### src/rtl/reg_check_harness.sv
// Register-file check harness: logs writeback events into a trace FIFO for a
// bounded run, then scans the regfile read port against an expected-value memory.
module reg_check_harness #(
  parameter int DATA_W      = 32,
  parameter int REG_AW      = 5,
  parameter int CYC_W       = 16,
  parameter int TRACE_DEPTH = 16
) (
  input  logic              clk_i,
  input  logic              rst_ni,
  input  logic              start_i,
  input  logic [CYC_W-1:0]  num_cycles_i,
  input  logic              wb_we_i,
  input  logic [REG_AW-1:0] wb_rd_i,
  input  logic [DATA_W-1:0] wb_data_i,
  output logic              test_mode_o,
  output logic [REG_AW-1:0] test_rs_o,
  input  logic [DATA_W-1:0] test_rdata_i,
  output logic [REG_AW-1:0] exp_addr_o,
  input  logic [DATA_W-1:0] exp_data_i,
  input  logic              trace_rd_en_i,
  output logic              trace_valid_o,
  output logic [CYC_W-1:0]  trace_cycle_o,
  output logic [REG_AW-1:0] trace_rd_o,
  output logic [DATA_W-1:0] trace_data_o,
  output logic              trace_overflow_o,
  output logic              busy_o,
  output logic              done_o,
  output logic              pass_o,
  output logic [REG_AW:0]   err_count_o,
  output logic              fail_valid_o,
  output logic [REG_AW-1:0] fail_reg_o,
  output logic [DATA_W-1:0] fail_exp_o,
  output logic [DATA_W-1:0] fail_act_o
);
  localparam int NUM_REGS = 2 ** REG_AW;
  localparam int TAW      = $clog2(TRACE_DEPTH);
  localparam int TW       = CYC_W + REG_AW + DATA_W;
  localparam logic [REG_AW:0] ERR_MAX  = (REG_AW + 1)'(NUM_REGS);
  localparam logic [TAW:0]    FIFO_MAX = (TAW + 1)'(TRACE_DEPTH);

  typedef enum logic [1:0] {S_IDLE, S_RUN, S_SCAN, S_DONE} state_e;

  state_e            state_q, state_d;
  logic [CYC_W-1:0]  cyc_q, cyc_d;
  logic [CYC_W-1:0]  len_q, len_d;
  logic [REG_AW:0]   scan_cnt_q, scan_cnt_d;
  logic [REG_AW:0]   err_q, err_d;
  logic              rdy_q;
  logic              cmp_vld_q;
  logic [REG_AW-1:0] cmp_idx_q;
  logic [DATA_W-1:0] act_q;
  logic [TAW:0]      wptr_q, rptr_q;
  logic              ovf_q;
  logic [TW-1:0]     mem_q [TRACE_DEPTH];

  logic start_acc, scan_issue, mismatch;
  logic empty, full, push_req, push, pop;
  logic [TW-1:0] head;

  // rdy_q keeps a start seen on the reset-release edge from being accepted.
  assign start_acc  = start_i && rdy_q && (state_q == S_IDLE || state_q == S_DONE);
  assign scan_issue = (state_q == S_SCAN) && !scan_cnt_q[REG_AW];
  assign mismatch   = cmp_vld_q && (exp_data_i != act_q);

  always_comb begin
    state_d    = state_q;
    cyc_d      = cyc_q;
    len_d      = len_q;
    scan_cnt_d = scan_cnt_q;
    err_d      = err_q;
    case (state_q)
      S_IDLE, S_DONE: begin
        if (start_acc) begin
          len_d      = num_cycles_i;
          cyc_d      = '0;
          err_d      = '0;
          scan_cnt_d = '0;
          state_d    = (num_cycles_i == '0) ? S_SCAN : S_RUN;
        end
      end
      S_RUN: begin
        cyc_d = cyc_q + 1'b1;
        if (cyc_q == len_q - 1'b1) state_d = S_SCAN;
      end
      S_SCAN: begin
        scan_cnt_d = scan_cnt_q + 1'b1;
        if (scan_cnt_q[REG_AW]) state_d = S_DONE;
      end
      default: state_d = S_IDLE;
    endcase
    if (mismatch && err_q != ERR_MAX) err_d = err_q + 1'b1;
  end

  always_ff @(posedge clk_i or negedge rst_ni) begin
    if (!rst_ni) begin
      state_q    <= S_IDLE;
      cyc_q      <= '0;
      len_q      <= '0;
      scan_cnt_q <= '0;
      err_q      <= '0;
      rdy_q      <= 1'b0;
      cmp_vld_q  <= 1'b0;
      cmp_idx_q  <= '0;
      act_q      <= '0;
    end else begin
      state_q    <= state_d;
      cyc_q      <= cyc_d;
      len_q      <= len_d;
      scan_cnt_q <= scan_cnt_d;
      err_q      <= err_d;
      rdy_q      <= 1'b1;
      cmp_vld_q  <= scan_issue;
      if (scan_issue) begin
        cmp_idx_q <= scan_cnt_q[REG_AW-1:0];
        act_q     <= test_rdata_i;
      end
    end
  end

  // Trace FIFO; a full FIFO still accepts a push when the head is popped the same cycle.
  assign empty    = (wptr_q == rptr_q);
  assign full     = ((wptr_q - rptr_q) == FIFO_MAX);
  assign push_req = (state_q == S_RUN) && wb_we_i && (wb_rd_i != '0);
  assign pop      = trace_rd_en_i && !empty;
  assign push     = push_req && (!full || pop);
  assign head     = mem_q[rptr_q[TAW-1:0]];

  always_ff @(posedge clk_i or negedge rst_ni) begin
    if (!rst_ni) begin
      wptr_q <= '0;
      rptr_q <= '0;
      ovf_q  <= 1'b0;
    end else if (start_acc) begin
      wptr_q <= '0;
      rptr_q <= '0;
      ovf_q  <= 1'b0;
    end else begin
      if (push) wptr_q <= wptr_q + 1'b1;
      if (pop)  rptr_q <= rptr_q + 1'b1;
      if (push_req && full && !pop) ovf_q <= 1'b1;
    end
  end

  always_ff @(posedge clk_i) begin
    if (push) mem_q[wptr_q[TAW-1:0]] <= {cyc_q, wb_rd_i, wb_data_i};
  end

  assign test_mode_o      = (state_q == S_SCAN);
  assign test_rs_o        = scan_issue ? scan_cnt_q[REG_AW-1:0] : '0;
  assign exp_addr_o       = scan_issue ? scan_cnt_q[REG_AW-1:0] : '0;
  assign trace_valid_o    = !empty;
  assign trace_cycle_o    = empty ? '0 : head[TW-1 -: CYC_W];
  assign trace_rd_o       = empty ? '0 : head[DATA_W +: REG_AW];
  assign trace_data_o     = empty ? '0 : head[DATA_W-1:0];
  assign trace_overflow_o = ovf_q;
  assign busy_o           = (state_q == S_RUN) || (state_q == S_SCAN);
  assign done_o           = (state_q == S_DONE);
  assign pass_o           = (state_q == S_DONE) && (err_q == '0);
  assign err_count_o      = err_q;
  assign fail_valid_o     = mismatch;
  assign fail_reg_o       = mismatch ? cmp_idx_q : '0;
  assign fail_exp_o       = mismatch ? exp_data_i : '0;
  assign fail_act_o       = mismatch ? act_q : '0;
endmodule

### config.mk
export PLATFORM = sky130hd
export DESIGN_NAME = reg_check_harness
export DESIGN_NICKNAME = d
export VERILOG_FILES = /design/src/rtl/reg_check_harness.sv
export SDC_FILE = /design/constraint.sdc
export NUM_CORES = 1
export LEC_CHECK = 0
export ABC_CLOCK_PERIOD_IN_PS = 12200
export BUFFER_PORTS_ARGS = -buffer_cell sky130_fd_sc_hd__clkbuf_2
export CAP_MARGIN = 20
export CORE_MARGIN = 2
export CORE_UTILIZATION = 30
export DETAILED_ROUTE_END_ITERATION = 10
export PLACE_DENSITY = 0.54
export SKIP_LAST_GASP = 1
export SYNTH_ARGS = -nofsm -noshare
export SYNTH_HDL_FRONTEND = slang
export SYNTH_SLANG_ARGS = --single-unit
### constraint.sdc
create_clock -name clk_i -period 12.2 [get_ports clk_i]
set_clock_uncertainty 0.15 [all_clocks]
set_input_delay 0.61 -clock clk_i [delete_from_list [all_inputs] [get_ports clk_i]]
set_output_delay 0.61 -clock clk_i [all_outputs]
set_load 0.01 [all_outputs]
# After elaboration in Yosys (flattened, before gate mapping)

Memories as Yosys holds them, arrays and structs flattened.
Cells that the tools add are included.

Equal/unequal tests: 11
Reductions and logical operators: 36
Muxes and demuxes: 26
Add/subtract/negate cells: 7

Operators by type and width:

| cell                  | count |
|---|---|
| $mux 32               | 3 |
| $mux 5                | 7 |
| $mux 16               | 2 |
| $ne 32x32->1          | 1 |
| $pmux 16 s2           | 1 |
| $mux 6                | 3 |
| $add 16x1->16 const B | 1 |
| $eq 16x16->1          | 1 |
| $logic_not 16->1      | 1 |
| $sub 16x1->16 const B | 1 |
| $reduce_bool 2->1     | 7 |
| $add 6x1->6 const B   | 2 |
| $logic_and 1x1->1     | 12 |
| $pmux 6 s2            | 1 |
| $add 5x1->5 const B   | 2 |
| $mux 2                | 4 |
| $reduce_and 2->1      | 4 |
| $logic_not 6->1       | 1 |
| $ne 6x6->1 const B    | 1 |
| $pmux 2 s3            | 1 |
| $eq 5x5->1            | 1 |
| $eq 5x5->1 const B    | 1 |
| $reduce_bool 5->1     | 1 |
| $sub 5x5->5           | 1 |
| other kinds (10)      | 20 |

Input bits: 122
RAM bits: 848
Register bits after elaboration: 96
Output and inout bits: 145
Memories: 1
Word-level logic and storage cells: 93

Memories:

| memory | words | bits a word | read ports | clocked after Yosys merged registers in | write ports | line | text |
|---|---|---|---|---|---|---|---|
| mem_q  | 16    | 53          | 1          | 0                                       | 1           | 55   | `logic [TW-1:0] mem_q [TRACE_DEPTH];` |

# Logic depth before layout (Yosys ltp)

Gate-level depths: netlist (run 1).

Depth in word-level cells: 7
Depth in mapped cells: 13
Mapped depth without buffers: 9

# Worst setup path after synthesis (run 1)

OpenSTA, ideal clock, no wires.

Kind: register -> register
Start: reg rptr_q[1]
End: mem mem_q[0][0] in the netlist's numbering (enable)
Stages on the path, launching flop included: 13
Arrival: 8,076 ps
Buffers on the path: 4
Data required time: 11,436 ps
Path slack: 3,360 ps
Period minus slack after synthesis: 8,840 ps
Cell sequence: dfrtp_1 clkbuf_1 clkbuf_1 buf_1 inv_1 ha_1 nor2b_1 o21a_1 o21ai_0 a21oi_1 or2_2 clkbuf_1 nor4b_1

Word-level cells in the longest chain between the ends: 7

Ends and longest elaborated chain:

| what                                                 | line     | text |
|---|---|---|
| start, declared                                      | 53       | `logic [TAW:0] wptr_q, rptr_q;` |
| start signal, assigned                               | 140      | `if (pop) rptr_q <= rptr_q + 1'b1;` |
| $sub 5x5->5 or $eq 5x5->1 (tied branches)            | 123, 122 |  |
| $eq 5x5->1 or $logic_not 1->1 (tied branches)        | 123, 125 |  |
| $logic_not 1->1 or $logic_and 1x1->1 (tied branches) | 126, 125 |  |
| $logic_or 1x1->1 (*)                                 | 126      | `assign push = push_req && (!full \|\| pop);` |
| $logic_and 1x1->1 (*)                                | 126      |  |
| $mux 1 (*)                                           | 146      | `if (push) mem_q[wptr_q[TAW-1:0]] <= {cyc_q, wb_rd_i, wb_data_i};` |
| $mux 1 (implied by the code) (*)                     | 146      |  |
| end, declared                                        | 55       |  |

Every way passes the cells marked *; elsewhere a longest branch is shown, timed or not.

# Worst setup path after layout (run 1)

Start: reg rptr_q[0]
End: out trace_data_o[5]

Word-level cells in the longest chain between the ends: 2

Ends and longest elaborated chain:

| what                                        | line | text |
|---|---|---|
| $mem_v2 16x53 or $eq 5x5->1 (tied branches) | n/a  |  |
| $mux 32 (*)                                 | 155  | `assign trace_data_o = empty ? '0 : head[DATA_W-1:0];` |
| end, declared                               | 25   | `output logic [DATA_W-1:0] trace_data_o,` |

Marks and branches as above.

==> metrics.txt, run 1 <==
status=completed; PostCTS Resize Cnt=0; Die Width=360 um; maximum vdd drop=122 uV; Die Y=360 um; Final period util=50.9%; number of global-route vias before repair=20649; Ys Warns=0; Main synth FF type=edfxtp_1; FILL cells=11614; # port buffers=266; worst min-delay path class=in2reg; DIE AREA=0.130 sq mm; Reg2Reg Depth=10; drc violations=0; largest net degree at the start of global routing=170; Vias=19226; main area contributors after synthesis=edfxtp_1, mux4_2, dfrtp_1, xnor2_1, and2_1; Pins Over Slew Limit=0; CTS tree=done; num rows=130; DR pass1 iterations=5; share of layout cells above drive strength 1=34.7%; Final Hold Vio Count=0; Req. time, crit path=11440 ps; CP max FO=47; average routed wire per standard cell=24.4 um; Power, Total=10.1 mW; Avg Inst Size Synth=20.4 sq um; Starting Density=30.2%; final cell utilization of the core=35.7%; H-Tree Depth=3; Post-synth EDFFs=848; GPL Wtd Cong=0.756; Slew HR=25.6%; final instance area=0.0449 sq mm; Worst EP arrival=5450 ps; Achievable Freq=0.161 GHz; P_leak=15.1 nW; post-synth cell types=59; first-pass GRT wire length=140000 um; grt total ovfl=0; Routed WL=95500 um; Seq/Total Area, Yosys=73.3%; Mapped Nets=2002; final worst path period need=6210 ps; Power Density=226 mW/mm^2; unrepaired setup endpoints after global routing=false; initial antenna violation count=6; Post-Syn Area=0.0380 sq mm; Clock Tree Root=clkbuf_16; DP Wirelength=52500 um; Clock Path Buffers=3; clock sinks=944; Synth top cells by count=edfxtp_1, mux4_2, dfrtp_1, and2_1, nand2_1; most numerous cell in the Yosys netlist=edfxtp_1; WHS Path Cells=2; top-area cell type share of the netlist area=67.0%; TritonCTS Buffers=98; Clk pin slew, worst setup/hold paths=60 ps; hold_ws=51.4 ps; TNS Setup=0 ps; largest area contributor in the netlist=edfxtp_1; GR Util All Layers=14.6%; routed vias/inst=4.91; Post-Synthesis Cells=1863; max-cap violations=0; nets@finish=2317; DRT antenna net count=0; asr flop ratio synth=10.2%; setup violators final=0; synth-to-layout area growth=18.0%; Worst Setup End Kind=primary output; Worst setup SP type=register; core box area=0.126 sq mm; First DRT Iteration DRCs=1468; Ports=267; worst-skew pair later-pin latency=660 ps; Setup CP Type=reg2out; Tightest Pin Transition=1120 ps; Seq cells post-synth=944; Placement Cell Area=0.0414 sq mm
[layer usage]
layer,global-route usage (%),share of wire (%),vias to the layer above
met4,3.67,1.9,4
li1,-,-,8189
met5,0,0.021,-
met2,24.8,50,543
met1,19.4,43,10373
met3,2.60,5.4,117
[flip-flops by register name, indices dropped and copies added (netlist names)]
| signal | flops |
|---|---|
| err_count_o | 6 |
| len_q | 16 |
| wptr_q | 5 |
| mem_q | 848 |
| rdy_q | 1 |
| cmp_vld_q | 1 |
| scan_cnt_q | 6 |
| rptr_q | 5 |
| cyc_q | 16 |
| cmp_idx_q | 5 |
| act_q | 32 |
| state_q | 2 |
| trace_overflow_o | 1 |
[path summary, 6_finish.rpt]
path | startpoint | endpoint | slack, ps
worst max-delay path | rptr_q[0] | trace_data_o[5] | 5990
worst min-delay path | test_rdata_i[0] | act_q[0] | 50
worst max register to register | rptr_q[1] | mem_q[7][28] | 7640
worst min register to register | cmp_idx_q[4] | cmp_idx_q[4] | 360
max in group asynchronous | rst_ni | act_q[1] | 10330
min in group asynchronous | rst_ni | len_q[8] | 390
[timing repair]
action                    in CTS  in global routing
hold buffers                  16                  0
setup buffers                  0                  0
hold endpoints to repair      66                  0
[cells in the final DEF (no fill, tap or decap), types with 32 or more instances in the layout]
cell / instances
edfxtp_1: 848
mux4_2: 265
clkbuf_2: 265
clkbuf_16: 98
dfrtp_1: 93
and2_1: 76
nand2_1: 71
nor2b_1: 58
xnor2_1: 57
nor2_1: 40
mux2_2: 38
buf_4: 32
[power by group]
part	leakage, nW	internal (mW)	switching [mW]	total, mW
logic	4.52	1.46	1.61	3.07
registers	9.00	3.75	0.277	4.02
clock network	1.60	1.76	1.29	3.04
total	15.1	6.96	3.18	10.1
[cell families after synthesis]
kind of cell | share of synthesized area [%]
flops | 73.3
simple gates | 4.97
mux | 17.1
buf+inv | 1.29
xor+xnor | 1.80
compound gates | 0.931
fa+ha+maj | 0.559
other cells | 0.00986
[per-stage QoR]
step,instances,worst slack (ps)
after floorplan,1863,3360
after global placement,3711,6120
after detailed placement,3711,6060
after CTS,3912,5340
after global routing,3913,5410
final,3914,5990
[area by class of cell]
cell class              count  area (sq um)  area share [%]
inverters                  18          70.1           0.156
multi-input cells         801          9760            21.8
clock inverters            70           774            1.73
flip-flops and latches    944         27900            62.2
diodes                      1          2.50         0.00558
clock buffers             115          2530            5.64
repair buffers            315          1770            3.96
well taps                1650          2060            4.60
[critical path: stages, from the launching register on]
cell and delay, ps:
dfrtp_4 980, buf_4 770, buf_4 870, buf_4 390
buf_16 340, mux4_2 560, mux4_2 470, nor2b_1 140
clkbuf_2 170
Note: power is estimated with default switching activity, not from simulation.
==> inputs of run 2 (changes only) <==
- ABC_CLOCK_PERIOD_IN_PS: 12200 -> 5500
- PLACE_DENSITY: 0.54 -> 0.56
- clock period: 12.2 -> 5.5 ns (I/O delays scaled with it)
==> run 2 against run 1 <==
  * Sequential power increased by 120%
  * Register-to-register slack worse by 6500 ps
  * Combinational power increased by 130%
  * Via count increased by 0.18%
  * Worst setup slack lost 5400 ps
  * Count of clock-buffer cells in the layout is 15 higher
  * Design area increased by 1.8%
  * Global-route usage decreased by 0.34 points
  * Non-clock buffer count up 84
  * Clock power up 120%
  * Largest cell class unchanged
==> metrics.txt, run 2 (synthesized netlist as in run 1, its figures left out) <==
final instance area=0.0457 sq mm (+1.8%); Clk pwr share=29.8% (-0.2 points); Worst Setup EP=trace_cycle_o[2]; Worst Setup End Kind=primary output; CP startpoint=rptr_q[1]; Comb power frac=31.3% (+1.0 points); Int Pwr=15.6 mW (+120%); Placement Cell Area=0.0415 sq mm (+0.32%); commonest non-fill, non-tap cells in the layout=edfxtp_1, mux4_2, clkbuf_2, clkbuf_16, dfrtp_1; slowest cell delay on critical path=760 ps (-220 ps); Final period util=89.0%; nets@finish=2401 (+3.6%); initial antenna violation count=5 (-1); GR Util All Layers=14.3% (-0.34 points); Switching Share=31.0% (-0.33 points); number of global-route vias before repair=20859 (+1.0%); final worst path period need=4890 ps; Starting Density=30.2% (unchanged); Clock Tree Root=clkbuf_16; First DRT Iteration DRCs=1483 (+1.0%); TritonCTS Buffers=98 (unchanged); routed vias/inst=4.82 (-1.8%); DIE AREA=0.130 sq mm (unchanged); average routed wire per standard cell=23.2 um (-5.1%); TNS Setup=0 ps (unchanged); CP max FO=150 (+220%); grt total ovfl=0 (unchanged); Largest register FFs=848 (unchanged); Reg-to-Reg End=mem_q[8][29]; CTS tree=done; Setup CP Type=reg2out; Clk pin slew, worst setup/hold paths=60 ps (about the same); Power, Total=22.6 mW (+120%); max-cap violations=0 (unchanged); Tightest Pin Transition=1110 ps (-1.87 ps); maximum vdd drop=401 uV (+230%); part of the power in registers=38.9% (-0.8 points); clock sinks=944 (unchanged); worst min-delay path class=in2async; top routing layer in use=met5; H-Tree Depth=3 (unchanged); synth-to-layout area growth=20.1%; worst reg2reg setup slack=1160 ps (-6480 ps); DP Wirelength=54400 um (+3.6%); unrepaired setup endpoints after global routing=false; commonest non-fill, non-tap cell in the layout=edfxtp_1; hold_ws=4.49 ps (-46.9 ps); Vias=19261 (+0.18%); status=completed; share of layout cells above drive strength 1=33.7% (-1.0 points); num rows=130 (unchanged); Final Hold Vio Count=0 (unchanged); M1 wire length=39600 um (-3.6%); Die Y=360 um (unchanged); P_leak=15.5 nW (+2.7%); Slew HR=25.7% (+0.12 points); Pins Over Slew Limit=0 (unchanged); first-pass GRT wire length=139000 um (-0.94%); # port buffers=266 (unchanged); Die Width=360 um (unchanged); slowest CP cell=buf_4; setup violators final=0 (unchanged); Worst EP arrival=4470 ps (-980 ps); core box area=0.126 sq mm (unchanged); Clock Path Buffers=3 (unchanged); DR pass1 iterations=5 (unchanged); Switch Pwr=7.00 mW (+120%); Req. time, crit path=5080 ps (-6360 ps); Routed WL=92500 um (-3.2%); Reg2Reg Launch Point=wptr_q[2]; Ports=267 (unchanged); routed length on met2=45200 um (-4.8%); DRT antenna net count=0 (unchanged); DR WL met3=5340 um (+4.0%); GPL Wtd Cong=0.777 (+2.7%); largest net degree at the start of global routing=151 (-11%); Reg2Reg Depth=9 (-1); Achievable Freq=0.204 GHz; Power Density=495 mW/mm^2 (+120%); drc violations=0 (unchanged); final cell utilization of the core=36.3% (+0.63 points); crit path cell chain=buf_4 > buf_12 > mux4_2 > mux4_2 > nor2b_1 > clkbuf_2; Worst setup SP type=register; cell mode on critical path=mux4_2; worst-skew pair later-pin latency=680 ps (+20 ps)
## run 2: cell types whose count changed in the layout (fill, tap and decap cells not counted), sizes merged
cell,change
buf,+12
dlygate4sd3,+72
clkinvlp,-6
clkinv,-14
clkbuf,+15
## run 2: metal layers
layer | vias up | GRT usage (%)
met5 | - | 0
met4 | 6 | 3.83
met3 | 147 | 3.19
met2 | 584 | 23.9
met1 | 10168 | 18.8
li1 | 8356 | -
## run 2: worst min-delay path by stage
stage | slack, ps | endpoint | cells past startpoint | startpoint
after floorplan | -170 | act_q[0] | 0 | rst_ni
after global placement | 180 | len_q[10] | 1 | rst_ni
after detailed placement | 200 | len_q[10] | 1 | rst_ni
after CTS | 5 | len_q[10] | 2 | rst_ni
after global routing | 50 | len_q[10] | 2 | rst_ni
final | 4 | len_q[6] | 2 | rst_ni
## run 2: worst max-delay path, delay by kind of cell (launching register included)
family / cells / cell delay (ps)
DFF: 1 / 400
and+or+nand+nor: 1 / 680
buffers and inverters: 3 / 1680
muxes: 2 / 610
## run 2: metrics by stage
stage | setup slack [ps] | instances
after floorplan | -712 | 1863
after global placement | 1250 | 3724
after detailed placement | 1190 | 3724
after CTS | 656 | 3992
after global routing | 430 | 3992
final | 607 | 3993
## run 2: final cells by class
class	count	area, sq um
fillers	11580	80100
flip-flops and latches	944	27900
multi-input cells	801	9760
clock buffers	130	2640
repair buffers	399	2600
well taps	1650	2060
clock inverters	50	631
inverters	18	70.1
diodes	1	2.50
## run 2: what timing repair did
item | 4_1_cts | 5_1_grt
hold buffers | 88 | 0
resized for setup | 0 | 0
setup buffers | 0 | 0
endpoints found under the hold margin | 692 | 0
## run 2: power groups by stage
| stage | sequential (mW) | clock, mW | combinational, mW |
|---|---|---|---|
| floorplan | 8.72 | 0 | 4.76 |
| global placement | 8.89 | 0 | 7.17 |
| detailed placement | 8.94 | 0 | 7.20 |
| CTS | 8.79 | 6.91 | 7.29 |
| global route | 8.86 | 7.18 | 7.69 |
| finish | 8.79 | 6.73 | 7.07 |
